<file path="src/rtl/mlp_seq_engine.sv">
// Time-multiplexed two-layer perceptron: one shared MAC walks the weight file in address order,
// first through the hidden layer (saturated to DW) and then through the single output neuron.
module mlp_seq_engine #(
  parameter int N_IN  = 2,
  parameter int N_HID = 3,
  parameter int DW    = 8,
  parameter int WW    = 8,
  parameter int AW    = 24,
  parameter int FRAC  = 0,
  localparam int NW   = N_HID * (N_IN + 1),
  localparam int ADW  = (NW > 1) ? $clog2(NW) : 1
) (
  input  logic               clk,
  input  logic               rst_n,
  input  logic               w_we,
  input  logic [ADW-1:0]     w_addr,
  input  logic [WW-1:0]      w_data,
  output logic               w_err,
  input  logic               in_valid,
  output logic               in_ready,
  input  logic [N_IN*DW-1:0] in_data,
  output logic               out_valid,
  input  logic               out_ready,
  output logic [AW-1:0]      out_y,
  output logic               out_p
);

  localparam int HW = (N_HID > 1) ? $clog2(N_HID) : 1;
  localparam int IW = (N_IN > 1) ? $clog2(N_IN) : 1;
  localparam logic signed [DW-1:0] SMAX = {1'b0, {(DW-1){1'b1}}};
  localparam logic signed [DW-1:0] SMIN = {1'b1, {(DW-1){1'b0}}};

  typedef enum logic [1:0] {IDLE, L1, L2, DONE} state_t;
  state_t state_reg, state_next;

  logic [N_IN*DW-1:0]      x_reg;
  logic signed [DW-1:0]    x_arr   [N_IN];
  logic signed [WW-1:0]    w_mem   [NW];
  logic signed [DW-1:0]    hid_reg [N_HID];
  logic [HW-1:0]           h_reg;
  logic [IW-1:0]           i_reg;
  logic [ADW-1:0]          wp_reg;
  logic signed [AW-1:0]    acc_reg;
  logic signed [DW-1:0]    mac_a;
  logic signed [DW+WW-1:0] prod;
  logic signed [AW-1:0]    sum;
  logic signed [AW-1:0]    shifted;
  logic signed [DW-1:0]    hid_val;
  logic                    last_i, last_h, we_ok, accept;

  for (genvar gi = 0; gi < N_IN; gi++) begin : g_unpack
    assign x_arr[gi] = x_reg[gi*DW +: DW];
  end

  assign last_i = (i_reg == IW'(N_IN - 1));
  assign last_h = (h_reg == HW'(N_HID - 1));
  assign accept = in_valid && in_ready;
  assign we_ok  = w_we && (state_reg == IDLE) && (32'(w_addr) < NW);

  // The weight pointer advances once per MAC, so L1 and L2 read the file strictly in address order.
  always_comb begin
    mac_a = (state_reg == L2) ? hid_reg[h_reg] : x_arr[i_reg];
    prod  = mac_a * w_mem[wp_reg];
    sum   = acc_reg + AW'(prod);
    shifted = sum >>> FRAC;
    if (shifted > AW'(SMAX))      hid_val = SMAX;
    else if (shifted < AW'(SMIN)) hid_val = SMIN;
    else                          hid_val = shifted[DW-1:0];
  end

  always_ff @(posedge clk or negedge rst_n) begin
    if (!rst_n) state_reg <= IDLE;
    else        state_reg <= state_next;
  end

  always_comb begin
    state_next = state_reg;
    case (state_reg)
      IDLE: if (in_valid)         state_next = L1;
      L1:   if (last_i && last_h) state_next = L2;
      L2:   if (last_h)           state_next = DONE;
      DONE: if (out_ready)        state_next = IDLE;
      default:                    state_next = IDLE;
    endcase
  end

  always_comb begin
    in_ready = (state_reg == IDLE);
  end

  always_ff @(posedge clk or negedge rst_n) begin
    if (!rst_n) begin
      for (int k = 0; k < NW; k++) w_mem[k] <= '0;
      w_err <= 1'b0;
    end else begin
      w_err <= w_we && !we_ok;
      if (we_ok) w_mem[w_addr] <= w_data;
    end
  end

  always_ff @(posedge clk or negedge rst_n) begin
    if (!rst_n) begin
      x_reg     <= '0;
      h_reg     <= '0;
      i_reg     <= '0;
      wp_reg    <= '0;
      acc_reg   <= '0;
      out_valid <= 1'b0;
      out_y     <= '0;
      out_p     <= 1'b0;
      for (int k = 0; k < N_HID; k++) hid_reg[k] <= '0;
    end else begin
      case (state_reg)
        IDLE: if (accept) begin
          x_reg   <= in_data;
          h_reg   <= '0;
          i_reg   <= '0;
          wp_reg  <= '0;
          acc_reg <= '0;
        end
        L1: begin
          wp_reg <= wp_reg + 1'b1;
          if (last_i) begin
            hid_reg[h_reg] <= hid_val;
            acc_reg <= '0;
            i_reg   <= '0;
            h_reg   <= last_h ? '0 : h_reg + 1'b1;
          end else begin
            acc_reg <= sum;
            i_reg   <= i_reg + 1'b1;
          end
        end
        L2: begin
          wp_reg <= wp_reg + 1'b1;
          if (last_h) begin
            out_y     <= sum;
            out_p     <= (sum > 0);
            out_valid <= 1'b1;
            acc_reg   <= '0;
          end else begin
            acc_reg <= sum;
            h_reg   <= h_reg + 1'b1;
          end
        end
        DONE: if (out_ready) out_valid <= 1'b0;
        default: ;
      endcase
    end
  end

endmodule

</file>
<file path="config.mk">
export PLATFORM = sky130hd
export DESIGN_NAME = mlp_seq_engine
export DESIGN_NICKNAME = d
export VERILOG_FILES = /design/src/rtl/mlp_seq_engine.sv
export SDC_FILE = /design/constraint.sdc
export NUM_CORES = 1
export LEC_CHECK = 0
export CORE_ASPECT_RATIO = 0.5
export CORE_MARGIN = 3
export CORE_UTILIZATION = 55
export DETAILED_ROUTE_END_ITERATION = 12
export GPL_ROUTABILITY_DRIVEN = 0
export PLACE_DENSITY = 0.79
export SYNTH_ARGS = -nofsm -noshare
export SYNTH_HDL_FRONTEND = slang
export SYNTH_SLANG_ARGS = --single-unit
</file>
<file path="constraint.sdc">
create_clock -name clk -period 10.45 [get_ports clk]
set_clock_uncertainty 0.1 [all_clocks]
set_input_delay 1.045 -clock clk [delete_from_list [all_inputs] [get_ports clk]]
set_output_delay 1.045 -clock clk [all_outputs]
set_load 0.1 [all_outputs]
</file>
; ---- Word-level counts from Yosys, hierarchy flattened
; Cells that the tools add are included.
[word_totals]
regBits = 172
in_bits = 33
[op_classes]
add_sub_neg = 4
n_mul = 1
magnitude_cmp = 10
eq_ne = 11
mux = 40
bitwise_logic = 4
reduce_logical = 23
[op_table]
columns = operator, n
row1 = $mux W8, 12
row2 = $bwmux W72, 1
row3 = $mux W24, 3
row4 = $pmux W24 S3, 1
row5 = $bmux W8 S4, 1
row6 = $demux W8 S4, 1
row7 = $add A24 B16 Y24, 1
row8 = $bwmux W24, 1
row9 = $gt A24 B1 Y1 const B, 1
row10 = $gt A24 B8 Y1 const B, 1
row11 = $lt A24 B8 Y1 const B, 1
row12 = $bmux W8 S2, 1
row13 = $demux W8 S2, 1
row14 = $mul A8 B8 Y16, 1
row15 = $mux W2, 8
row16 = $ne A2 B2 Y1 const B, 6
row17 = $reduce_and A2 Y1, 6
row18 = $ge A5 B5 Y1 const B, 2
row19 = $not A4 Y5, 2
row20 = $pmux W2 S4, 1
row21 = $pmux W4 S2, 1
row22 = $reduce_and A4 Y1, 2
row23 = $logic_and A1 B1 Y1, 7
row24 = $eq A2 B2 Y1 const B, 3
row25 = 22 further kinds, 28

; ---- Longest topological paths before layout
[logic_depth]
word_depth = 11
mapped_depth = 27
depth_no_buf = 26

; ---- Least setup slack after synthesis
; No wires, ideal clock.
[synth_timing]
kind = flip-flop to flip-flop
startpoint = register wp_reg[3]
endpoint = register hid_reg[16] (netlist name)
setup_time_ns = 0.136
arrival_ns = 7.842
t_required_ns = 10.214
setup_slack_ns = 2.372
path_stages_with_launch = 24
synth_period_minus_slack_ns = 8.078
cell_sequence = dfrtp_1 clkbuf_1 inv_1 nor4_1 nand2_1 o21ai_1 nor2b_1 fa_1 fa_1 inv_1 fa_1 inv_1 fa_1 ha_1 ha_1 buf_2 and2_1 and2_4 a221oi_2 and2_1 xor2_1 nand4_2 o32ai_4 a21oi_1
[synth_via]
elab_chain_cells = 10
elab_cells_between_ends = 11
[synth_rtl]
columns = item, line_no
row1 = start: declaration, 42  ; logic [ADW-1:0] wp_reg;
row2 = start signal: assignment, 122  ; wp_reg <= wp_reg + 1'b1;
row3 = start signal: assignment, 134  ; wp_reg <= wp_reg + 1'b1;
row4 = $not A4 Y5 (implied by the code) (*), 63  ; prod = mac_a * w_mem[wp_reg];
row5 = $bmux W8 S4 (*), 63
row6 = $mux W8 (implied by the code) (*) (2 in series), 63
row7 = $mul A8 B8 Y16 (*), 63
row8 = $add A24 B16 Y24 (*), 64  ; sum = acc_reg + AW'(prod);
row9 = $lt A24 B8 Y1, 67  ; else if (shifted < AW'(SMIN)) hid_val = SMIN;
row10 = $mux W8, 67
row11 = $mux W8 (*), 66  ; if (shifted > AW'(SMAX)) hid_val = SMAX;
row12 = $bwmux W24 (*), 124  ; hid_reg[h_reg] <= hid_val;
row13 = end signal: indexed assignment, 124
row14 = end: declaration, 39  ; logic signed [DW-1:0] hid_reg [N_HID];
; Mark *: on every way between the ends. The rest lies on a longest branch, timed or not. The select of a mux whose other input is x is not followed.
; A chain may end at the register's enable or synchronous reset.

; ---- Final worst setup path
[layout_timing]
startpoint = register wp_reg[1]
endpoint = register hid_reg[2] (netlist name)
; Same word-level chain as after synthesis.

==> results.yml <==
run_status:
  status: "completed"
worst_setup_path:
  critPathKind: "register to register"
  arrival_ps: 9910
  crit_path_start_kind: "register"
  worstPathRequired_ps: 10680
  max_stage_delay_ps: 1260
  critPathLaunch: "wp_reg[1]$_DFFE_PN0P_"
  cp_cell_sequence: "nor4_1 -> nand2_1 -> o21ai_1 -> nor2b_2 -> buf_4 -> fa_1 -> fa_1 -> fa_1 -> fa_1 -> ha_1 -> ha_1 -> o21ai_0 -> o21bai_1 -> or2_1 -> xor2_1 -> nand4_1 -> nor4_4 -> a32oi_1 -> o211ai_1"
  r2r-start: "wp_reg[1]$_DFFE_PN0P_"
  worst-path-max-fanout: 20
  end_kind: "register"
  crit_family: "simple AND/OR/NAND/NOR gates"
  crit_top_cell: "fa_1"
  cpMaxStageDelayCell: "nor4_1"
  path_buf_inv: 1
floorplanning:
  coreArea_um2: 21870
  rows: 38
  die_w_um: 218.2
  die_area_um2: 24460
  fp.dieH_um: 112.1
  start_util_pct: 56.61
  io_pins: 61
global_routing:
  antenna_found_initial: 1
  grt_pass1_vias: 9497
  grt_pass1_wl_mm: 50.25
  grt-ovfl-total: 0
  grt.total_usage_pct: 26.12
  grt_max_degree: 89
synthesis:
  ys_warn_count: 0
  synthCells: 1121
  synthDistinctLibCells: 77
  synth-seq-cells: 172
  synth_nets: 1321
  syn_area_per_cell_um2: 11.05
  synth_edf_count: 0
  yosysSeqAreaShare_pct: 34.76
  syn-cell-area_um2: 12380
  async_flop_share_pct: 100.0
  ys.flop_type: "dfrtp_1"
final_layout:
  drive_gt1_share_pct: 15.87
  area_growth_pct: 11.97
  antenna_cells: 0
  multiInputGateArea_um2: 7443
  layout_commonest_cell: "dfrtp_1"
  largest_reg_flops: 72
  fill_cells: 1702
  postLayoutCoreUtil_pct: 63.39
  nets: 1378
  seq_area_um2: 4304
  largest_register: "w_mem"
  layout_common_cells: "dfrtp_1 (172), inv_1 (132), fa_1 (104)"
cts:
  cts_tree: "built"
  clk-insertion-delay-late_ps: 440
  clk_pin_slew_ps: 70
  post_cts_resize_count: 0
  ctsHoldBuffers: 0
  cts_buffer_depth: 2
  root_buffer: "clkbuf_16"
  numClockSinks: 172
  cts_inserted_buffers: 17
  htree_levels: 4
  cts_setup_buffers: 0
sta:
  relSlewSlack_pct: 7.141
  rsz0062_at_grt: "no"
  fmax_ghz: 0.1033
  hold_viol: 0
  timing.final.max_slew_violations: 0
  worst_slew_pin_slew_ps: 1380
  timing.final.ws_setup_ps: 771.4
  setup_viol: 0
  fin_crit_ps: 9679
  fin_tns_setup_ps: 0
  finalCritPeriodShare_pct: 92.62
detailed_routing:
  antenna_left: 0
  vias_per_cell: 5.979
  drtIter0Drc: 834
  wirelength_mm: 30.35
  post_drt_wl_per_cell_um: 20.36
  vias: 8915
  first_pass_iters: 5
  drc: 0
worst_hold_path:
  hp-class: "register to register"
  min-delay-start: "out_y[22]$_DFFE_PN0P_"
placed_design:
  place_ws_ps: 980.5
  dpl.hpwl_mm: 22.78
  io_buffers: 60
job:
  maxCapViolations: 0
==> layout make-up <==
| type | instances | area share [%] |
|---|---|---|
| Timing Repair Buffer | 72 | 4.991 |
| Sequential cell | 172 | 31.04 |
| Multi-Input combinational cell | 783 | 53.69 |
| Clock inverter | 13 | 0.8032 |
| Inverter | 132 | 3.574 |
| Clock buffer | 19 | 3.195 |
| Tap cell | 300 | 2.707 |
==> layer usage <==
metal	vias up	wire (um)	GRT usage, %
li1	3965	-	-
met1	4580	13370	36.44
met2	317	14380	41.57
met3	51	2054	6.194
met4	2	532	7.248
met5	-	11	0
==> synth_stat cells, types with 4 or more instances <==
cell	n	area, um2
nand3_1	15	75.07
ha_1	63	788.3
a21oi_1	33	165.2
or2_2	7	43.79
clkbuf_1	22	82.58
a22o_1	10	87.58
mux2i_1	27	270.3
o211ai_1	15	112.6
inv_1	132	495.5
dfrtp_1	172	4304
and3_1	10	62.56
buf_1	5	18.77
xor2_1	7	61.31
nor2_1	71	266.5
nor2b_1	8	50.05
o31ai_1	7	52.55
nor3b_1	4	30.03
nor3_1	7	35.03
a31oi_1	4	25.02
buf_2	4	20.02
and2_1	8	50.05
nand3b_1	5	37.54
xnor2_1	10	87.58
a21o_1	4	30.03
nand2_1	89	334.1
o21ai_0	60	300.3
mux2_2	99	1115
o21bai_1	5	37.54
o2111ai_1	5	43.79
a32oi_1	9	78.83
fa_1	104	2082
mux4_2	16	360.4
nand2b_1	15	93.84
o21a_1	5	37.54
or3_1	4	25.02
==> path summary, 6_finish.rpt <==
check / endpoint / slack [ps] / cells after the start
max: hid_reg[2]$_DFFE_PN0P_ / 770 / 19
min: out_y[22]$_DFFE_PN0P_ / 380 / 2
max reg2reg: hid_reg[2]$_DFFE_PN0P_ / 770 / 19
min reg2reg: out_y[22]$_DFFE_PN0P_ / 380 / 2
max in group asynchronous: w_mem[17]$_DFFE_PN0P_ / 8060 / 2
min in group asynchronous: x_reg[1]$_DFFE_PN0P_ / 570 / 1
==> cell families after synthesis <==
group	after synthesis	share of synthesized area [%]
AOI/OAI and AO/OA	193	10.91
xor gates and xnor gates	18	1.334
adders and majority gates	167	23.18
buffers and inverters	166	5.224
DFF	172	34.76
muxes	142	14.10
and+or+nand+nor	263	10.49
==> metrics by stage <==
| stage | hold slack (ps) | instance area (um2) | std cells |
|---|---|---|---|
| 6_report | 379.8 | 13860 | 1491 |
| 3_3_place_gp | 366.5 | 13310 | 1459 |
| 4_1_cts | 389.5 | 13860 | 1491 |
| 5_1_grt | 408.8 | 13860 | 1491 |
| 2_1_floorplan | 349.2 | 12380 | 1121 |
| 3_5_place_dp | 374.3 | 13310 | 1459 |
==> worst reg2reg max path, stage by stage, from the launching register on <==
cell and delay, ps:
dfrtp_1 700, nor4_1 1260, nand2_1 120, o21ai_1 450, nor2b_2 720, buf_4 350
fa_1 480, fa_1 580, fa_1 470, fa_1 500, ha_1 330, ha_1 430
o21ai_0 390, o21bai_1 220, or2_1 310, xor2_1 700, nand4_1 390, nor4_4 550
a32oi_1 270, o211ai_1 250
Power is not shown: default switching activity piles up to over one toggle a cycle in this logic, so the estimate is an artifact.
==> variant: new RTL, same settings <==
The 4 states of `state_t` get a one-hot encoding in 4 bits.
--- a/src/rtl/mlp_seq_engine.sv
+++ b/src/rtl/mlp_seq_engine.sv
@@ -30,7 +30,7 @@
   localparam logic signed [DW-1:0] SMAX = {1'b0, {(DW-1){1'b1}}};
   localparam logic signed [DW-1:0] SMIN = {1'b1, {(DW-1){1'b0}}};
 
-  typedef enum logic [1:0] {IDLE, L1, L2, DONE} state_t;
+  typedef enum logic [3:0] {IDLE = 4'b0001, L1 = 4'b0010, L2 = 4'b0100, DONE = 4'b1000} state_t;
   state_t state_reg, state_next;
 
   logic [N_IN*DW-1:0]      x_reg;
Check against the original RTL: no difference found for any inputs over 10 cycles, from zero or initial values and one cycle with rst_n low; not proved beyond that.
==> variant against the original RTL <==
Hold slack better by 1.7 ps; non-clock buffer count is 4 higher; sequential cell count is 2 higher; critical path depth is 4 higher; final area is 0.66% lower; setup slack better by 1300 ps; sequential share of layout area is 0.58 points higher; via count is 0.81% lower; wire length is 1.4% lower; synthesized area is 1.3% lower; critical path type unchanged; largest cell class unchanged.
Power is left out: the tool's default activity adds up to more than one toggle a clock period on the data nets, which glitch-free logic cannot reach.
==> variant: results (changes against the original RTL) <==
| Metric | Value |
|---|---|
| Register area share after synthesis | 0.3563 (+0.008643) |
| DR WL/cell | 20.32 um (-0.17%) |
| Yosys warns | 0 (unchanged) |
| Vias | 8843 (-0.81%) |
| CP Launch Point | wp_reg[1] |
| Cts bufs inserted | 17 (unchanged) |
| Status | finished clean |
| Final nets | 1362 (-1.2%) |
| First-pass GRT wire length | 50070 um (-0.36%) |
| Layout cells sized above 1 | 0.1686 (+0.009954) |
| Main synth FF type | dfrtp_1 |
| Ant. Diodes | 0 (unchanged) |
| Yosys cell types | 72 (-6.5%) |
| Skew-Pair Late Insertion Delay | around 450 ps |
| Slowest CP cell | dfrtp_1 |
| Least-Margin Pin Slew | 1160 ps (-220.4 ps) |
| Worst hold start | out_y[11] |
| Syn nets | 1305 (-1.2%) |
| Setup crit end | hid_reg[22] |
| Number of global-route vias before repair | 9330 (-1.8%) |
| Largest register by flop count | w_mem |
| Critical path data arrival time | 8630 ps (-1280 ps) |
| WHS Endpoint | out_y[11] |
| Min-delay worst type | register to register |
| Clock Path Buffers | 2 (unchanged) |
| Reg2reg setup slack | 2070 ps (+1300 ps) |
| Most frequent cells after synthesis | 173 x dfrtp_1, 118 x inv_1, 108 x nand2_1, 104 x fa_1, 97 x mux2_2 |
| Placed wire-length estimate | 22760 um (about the same) |
| Ys async rst share | 1.000 (unchanged) |
| H-tree Lvls | 4 (unchanged) |
| Port Buffers | 60 (unchanged) |
| Root buffer cell | clkbuf_16 |
| Largest register FFs | 72 (unchanged) |
| Cell depth of the worst hold path | 2 (unchanged) |
| Total GRT Usage | 0.2633 (+0.002181) |
| Clk slew on worst S/H paths | 80 ps |
| Largest delay share family, worst path | adder cells |
| Antenna violations before repair | 0 (-1) |
| Largest net degree at the start of global routing | 97 (+9.0%) |
| Setup Fix Bufs, Post-CTS | 0 (unchanged) |
| Drt initial violations | 876 (+5.0%) |
| Drt first pass iters | 5 (unchanged) |
| Ranking of synthesized cells by area | dfrtp_1 35%, fa_1 17%, mux2_2 8.9% |
| Largest stage delay on the critical path | 930 ps (-330 ps) |
| Post-CTS sizing | 0 (unchanged) |
| CP max FO | 20 (unchanged) |
[variant: cell count changes in the layout (fill, tap and decap cells not counted), moves of 6 or more]
cell      delta
a32oi_1      -9
and3_1       -6
inv_1       -14
nand2_1     +19
nand3_1      +8
nor2_1      +10
o211ai_1     -6
o21ai_0     -16
o22ai_1      +6
[variant: final cells by class]
class,count,area (um^2)
clock inverter,14,162.7
fill,1608,7383
sequential,174,4355
inverter,119,446.7
clock buffer,18,439.2
multi-input combinational,779,7282
timing repair buffer,76,721.9
tap,292,365.4
[variant: cells by family after synthesis]
logic type | Yosys count | synth area share
and+or+nand+nor | 294 | 0.1185
DFF | 174 | 0.3563
AOI/OAI and AO/OA | 164 | 0.09190
adders and majority gates | 162 | 0.2297
buffers and inverters | 157 | 0.04912
muxes | 140 | 0.1409
xor gates and xnor gates | 19 | 0.01361
[variant: stage by stage]
stage | hold WS (ps) | util | setup slack (ps) | instance area (um^2) | instances
final | 381.5 | 0.6510 | 2071 | 13770 | 1472
after global routing | 413.2 | 0.6510 | 1600 | 13770 | 1472
after CTS | 389.7 | 0.6510 | 2175 | 13770 | 1472
after detailed placement | 371.5 | 0.6226 | 2236 | 13170 | 1440
after global placement | 362.7 | 0.6226 | 2365 | 13170 | 1440
after floorplan | 356.3 | - | 2188 | 12230 | 1110
[variant: layer usage]
| layer | global-route usage | part of all wire | vias to the layer above |
|---|---|---|---|
| li1 | - | - | 3907 |
| met1 | 0.3704 | 0.43 | 4512 |
| met2 | 0.4247 | 0.48 | 360 |
| met3 | 0.04827 | 0.068 | 64 |
| met4 | 0.07595 | 0.020 | 0 |
| met5 | 0 | 0 | - |
